$ cat src/rtl/elastic_pipeline_register.sv
// Purpose : STAGES-deep valid/ready register chain with bubble collapse and an optional
//           one-entry input skid buffer (SKID=1) that makes in_ready a pure register output.
// Latency : STAGES cycles from input acceptance to out_valid; the skid adds none when unused.
// Backpr. : stage i advances when it is empty or stage i+1 advances; capacity STAGES+SKID beats.
//
// Ports:
//   clk, rst_n             single clock, synchronous active-low reset
//   in_valid/in_ready/in_data     upstream stream
//   out_valid/out_ready/out_data  downstream stream (out_data = last stage payload)
//   occupancy              registered count of beats held (stages + skid)
//   flush                  only when ELASTIC_PIPE_FLUSH_EN is defined: synchronous discard of all
//                          held beats; blocks both transfers while high
module elastic_pipeline_register #(
    parameter int DATA_WIDTH = 32,
    parameter int STAGES     = 2,
    parameter int SKID       = 1,
    parameter int OCC_W      = $clog2(STAGES + SKID + 1)
) (
    input  logic                  clk,
    input  logic                  rst_n,
`ifdef ELASTIC_PIPE_FLUSH_EN
    input  logic                  flush,
`endif
    input  logic                  in_valid,
    output logic                  in_ready,
    input  logic [DATA_WIDTH-1:0] in_data,
    output logic                  out_valid,
    input  logic                  out_ready,
    output logic [DATA_WIDTH-1:0] out_data,
    output logic [OCC_W-1:0]      occupancy
);

    logic                  flush_w;

    logic [STAGES-1:0]     valid_q, valid_d;
    logic [DATA_WIDTH-1:0] data_q [STAGES];
    logic [DATA_WIDTH-1:0] data_d [STAGES];
    logic                  skid_valid_q, skid_valid_d;
    logic [DATA_WIDTH-1:0] skid_data_q, skid_data_d;
    logic [OCC_W-1:0]      occ_q, occ_d;

    logic [STAGES-1:0]     stage_rdy;
    logic                  in_rdy_raw;
    logic                  in_fire, out_fire;
    logic                  src_valid;
    logic [DATA_WIDTH-1:0] src_data;

`ifdef ELASTIC_PIPE_FLUSH_EN
    assign flush_w = flush;
`else
    assign flush_w = 1'b0;
`endif

    // A stage can load if it or any stage after it is empty, or the sink is taking a beat.
    // Computed with a running accumulator so the chain is a plain OR tree per stage.
    always_comb begin : ready_chain
        logic acc;
        acc       = out_ready;
        stage_rdy = '0;
        for (int i = STAGES - 1; i >= 0; i--) begin
            acc          = acc || !valid_q[i];
            stage_rdy[i] = acc;
        end
    end

    always_comb begin
        in_rdy_raw = (SKID != 0) ? !skid_valid_q : stage_rdy[0];
        in_ready   = in_rdy_raw && rst_n && !flush_w;
        out_valid  = valid_q[STAGES-1] && rst_n && !flush_w;
        out_data   = data_q[STAGES-1];
        in_fire    = in_valid && in_ready;
        out_fire   = out_valid && out_ready;
        occupancy  = occ_q;
    end

    always_comb begin
        valid_d      = valid_q;
        data_d       = data_q;
        skid_valid_d = skid_valid_q;
        skid_data_d  = skid_data_q;

        // A parked skid beat is older than anything on the input, so it feeds stage 0 first;
        // in_ready is low whenever the skid is full, so no input beat competes with it.
        if (skid_valid_q) begin
            src_valid = 1'b1;
            src_data  = skid_data_q;
        end else begin
            src_valid = in_fire;
            src_data  = in_data;
        end

        for (int i = STAGES - 1; i >= 1; i--) begin
            if (stage_rdy[i]) begin
                valid_d[i] = valid_q[i-1];
                if (valid_q[i-1]) begin
                    data_d[i] = data_q[i-1];
                end
            end
        end

        if (stage_rdy[0]) begin
            valid_d[0] = src_valid;
            if (src_valid) begin
                data_d[0] = src_data;
            end
        end

        if (SKID != 0) begin
            if (skid_valid_q) begin
                if (stage_rdy[0]) begin
                    skid_valid_d = 1'b0;
                end
            end else if (in_fire && !stage_rdy[0]) begin
                skid_valid_d = 1'b1;
                skid_data_d  = in_data;
            end
        end

        occ_d = occ_q + OCC_W'(in_fire) - OCC_W'(out_fire);

        // Flush drops the beats but leaves payload registers as they are.
        if (flush_w) begin
            valid_d      = '0;
            skid_valid_d = 1'b0;
            occ_d        = '0;
        end
    end

    always_ff @(posedge clk) begin
        if (!rst_n) begin
            valid_q      <= '0;
            skid_valid_q <= 1'b0;
            skid_data_q  <= '0;
            occ_q        <= '0;
            for (int i = 0; i < STAGES; i++) begin
                data_q[i] <= '0;
            end
        end else begin
            valid_q      <= valid_d;
            skid_valid_q <= skid_valid_d;
            skid_data_q  <= skid_data_d;
            occ_q        <= occ_d;
            for (int i = 0; i < STAGES; i++) begin
                data_q[i] <= data_d[i];
            end
        end
    end

endmodule
$ cat config.mk
export PLATFORM = sky130hd
export DESIGN_NAME = elastic_pipeline_register
export DESIGN_NICKNAME = d
export VERILOG_FILES = /design/src/rtl/elastic_pipeline_register.sv
export SDC_FILE = /design/constraint.sdc
export NUM_CORES = 1
export LEC_CHECK = 0
export BUFFER_PORTS_ARGS = -buffer_cell sky130_fd_sc_hd__buf_2
export CORE_ASPECT_RATIO = 1.75
export CORE_MARGIN = 2
export CORE_UTILIZATION = 55
export DETAILED_ROUTE_END_ITERATION = 10
export MAX_ROUTING_LAYER = met4
export PLACE_DENSITY = 0.78
export REMOVE_ABC_BUFFERS = 1
export SKIP_LAST_GASP = 1
export SLEW_MARGIN = 0
export SYNTH_ARGS = -nofsm -noshare
export SYNTH_HDL_FRONTEND = slang
export SYNTH_SLANG_ARGS = --single-unit
$ cat constraint.sdc
create_clock -name clk -period 2.6 [get_ports clk]
set_input_delay 0.13 -clock clk [delete_from_list [all_inputs] [get_ports clk]]
set_output_delay 0.13 -clock clk [all_outputs]
set_load 0.02 [all_outputs]
==> reports/metrics.yaml <==
detailed_routing:
  drc: 0
  vias_per_cell: 6.03
  drt-pass1-iter-count: 4
  drt_iter0_drc: 305
  wl_met1_mm: 4.12
  top_layer: "met4"
  drt-total-wl_mm: 10.5
  routedWlPerCell_um: 17.3
  ant_nets: 0
  met3WireLength_um: 500
  vias: 3657
  wl_met2_mm: 5.51
outcome:
  status: "finished, final reports clean"
worst_setup_path:
  startpoint: "skid_valid_q$_SDFF_PN0_"
  critPathKind: "reg -> reg"
  max_stage_delay_ns: 0.87
  critical_path.endpoint_type: "register"
  cp_slowest_cell: "and2_1"
  crit_fanout: 32
  r2r_start: "skid_valid_q$_SDFF_PN0_"
  arrival_ns: 2.14
  crit_chain: "and3b_1 > and2_1 > o21ai_0"
  worstPathRequired_ns: 2.78
  worstSetupStartpointType: "register"
sta:
  worst-slew-pin-transition_ns: 1.05
  finalMaxSlewViolations: 0
  maxSlewHeadroom_pct: 30.1
  rsz0062_at_grt: "no"
  fin_crit_sh_pct: 75.4
  timing.final.ws_setup_ns: 0.639
  fin_skew_ns: 0.00549
  fin_setup_tns_ns: 0
  setup_viol: 0
  fmax_mhz: 510
  period_needed_ns: 1.96
  finalHoldViolCount: 0
die:
  ioPinCount: 72
  dieWidth_um: 72.1
  core_um2: 7910
  die_h_um: 123
  rows: 43
  die_area_um2: 8880
  start_util_pct: 56.4
global_routing:
  grt_overflow: 0
  antenna_found_initial: 1
  grt_util_all_layers_pct: 24.6
  grt_max_degree: 68
  grt_pass1_wl_mm: 16.4
  grt_pass1_vias: 3422
synth:
  synth_edf_count: 0
  yosys.area.top_type_share_pct: 45.3
  synth_area_leader_cell: "dfxtp_1"
  synth-main-ff-cell: "dfxtp_1"
  syn_area_um2: 4460
  yosys.area_share.xor_xnor_pct: 0.392
  synth_compound_area_share_pct: 23.0
  muxShareOfSynthArea_pct: 7.18
  yosys.area_share.simple_pct: 12.0
  synth_top_family_by_area: "compound AO/OA/AOI/OAI gates"
  yosys_warnings: 0
  synth.area.top_cells: "dfxtp_1 (45%), mux2i_1 (7.2%), o21ai_0 (7.0%)"
  synth_seq_cells: 101
  avgSynthCellArea_um2: 8.91
  ys_seq_area_share_pct: 45.3
  synth_cells: 501
  ys_async_sr_fraction_pct: 0
  synthTopCellsByCount: "dfxtp_1 (101), o21ai_0 (62), nand3_1 (57)"
  synth.most_common_cell: "dfxtp_1"
  yosysUniqueCellTypes: 31
  synthAdderAreaFrac_pct: 0.561
clocking:
  h-tree-depth: 3
  cts_hold_buf: 0
  root_buffer: "clkbuf_16"
  numCtsBuffers: 9
  clockBufferDepth: 2
  cts.sinks: 101
  worst_skew_pair.late_latency_ns: 0.35
  path_clk_slew_ns: 0.07
  cts.repair.resized: 0
  postCtsSetupBuffers: 0
  cts_tree: "done"
layout:
  final_nets: 548
  drive_gt1_share_pct: 22.3
  nFillCells: 664
  final_cells: 606
  postLayoutCellArea_um2: 4920
  area_growth_pct: 10.3
  final_util_pct: 62.3
power_and_ir_drop:
  seq_power_share_pct: 46.7
  p_int_mw: 2.69
  clkPwrFrac_pct: 45.8
  vdd_ir_drop_max_uv: 462
  p_sw_mw: 0.756
  total_leakage_power_nw: 1.80
  p_sw_share_pct: 21.9
  pwr-share-comb_pct: 7.5
  p_per_area_nw_per_um2: 700
place:
  dp_hpwl_mm: 6.34
  dpl.cell_count: 589
  place.gp.congestion: 0.802
  portBuffers: 71
  postPlaceCellArea_um2: 4560
  dp_slack_ns: 0.576
hold_path:
  hp-class: "in -> reg"
  min-delay-start: "in_data[8]"
run:
  max_cap_viol_count: 0
## layout make-up
type	count	area, um^2	area share, %
Sequential cell	101	2020	41.1
Multi-Input combinational cell	309	1940	39.4
Timing Repair Buffer	85	473	9.60
Clock buffer	13	270	5.49
Tap cell	90	113	2.29
Clock inverter	3	90.1	1.83
Inverter	4	15.0	0.305
Antenna cell	1	2.50	0.0508
## per-layer routing
metal  vias to the layer above  track usage, %
met3                        23            4.73
met2                       106            42.2
met5                         -               -
li1                       1782               -
met1                      1746            27.0
met4                         0            11.9
## power groups by stage
stage / logic [mW] / clock network (mW) / registers, mW
after floorplan: 0.112 / 0 / 1.66
after global placement: 0.251 / 0 / 1.64
after detailed placement: 0.257 / 0 / 1.64
after CTS: 0.258 / 1.59 / 1.61
after global routing: 0.281 / 1.65 / 1.61
final: 0.258 / 1.58 / 1.61
## metrics by stage
stage,hold slack [ns],power [mW]
floorplan,0.252,1.77
global placement,0.360,1.89
detailed placement,0.371,1.90
CTS,0.0146,3.46
global route,0.0274,3.55
finish,0.0139,3.45
## registers in the layout (all words and copies together) (netlist names)
register / count
data_q: 32
occupancy: 2
out_data: 32
skid_data_q: 32
skid_valid_q: 1
valid_q: 2
## critical path, delay by kind of cell, from the launching register on
kind            cells  cell delay, ns
flops               1            0.33
simple gates        2            1.22
compound gates      1            0.25
## layout by cell type, fill, tap and decap left out, types with 7 or more instances in the layout
cell,instances
a21oi_1,33
buf_2,71
buf_4,13
clkbuf_16,9
dfxtp_1,100
mux2i_1,32
nand2_1,32
nand3_1,57
nand4_1,7
o211ai_1,32
o21ai_0,62
o31ai_1,22
o31ai_2,10
## final timing paths
| path | slack [ns] | endpoint | depth (start not counted) |
|---|---|---|---|
| setup / recovery | 0.64 | skid_data_q[21]$_SDFFE_PN0P_ | 3 |
| hold / removal | 0.01 | skid_data_q[8]$_SDFFE_PN0P_ | 3 |
| setup reg to reg | 0.64 | skid_data_q[21]$_SDFFE_PN0P_ | 3 |
| hold reg to reg | 0.46 | skid_data_q[5]$_SDFFE_PN0P_ | 2 |
## cells by family after synthesis
kind of cell / after synthesis
buffers and inverters: 91
AND/OR/NAND/NOR: 110
adder cells (fa/ha/maj): 2
flip-flops: 101
multiplexers: 32
XOR/XNOR: 2
AO/OA/AOI/OAI: 163
No activity file was read; power rests on OpenSTA's default activity.
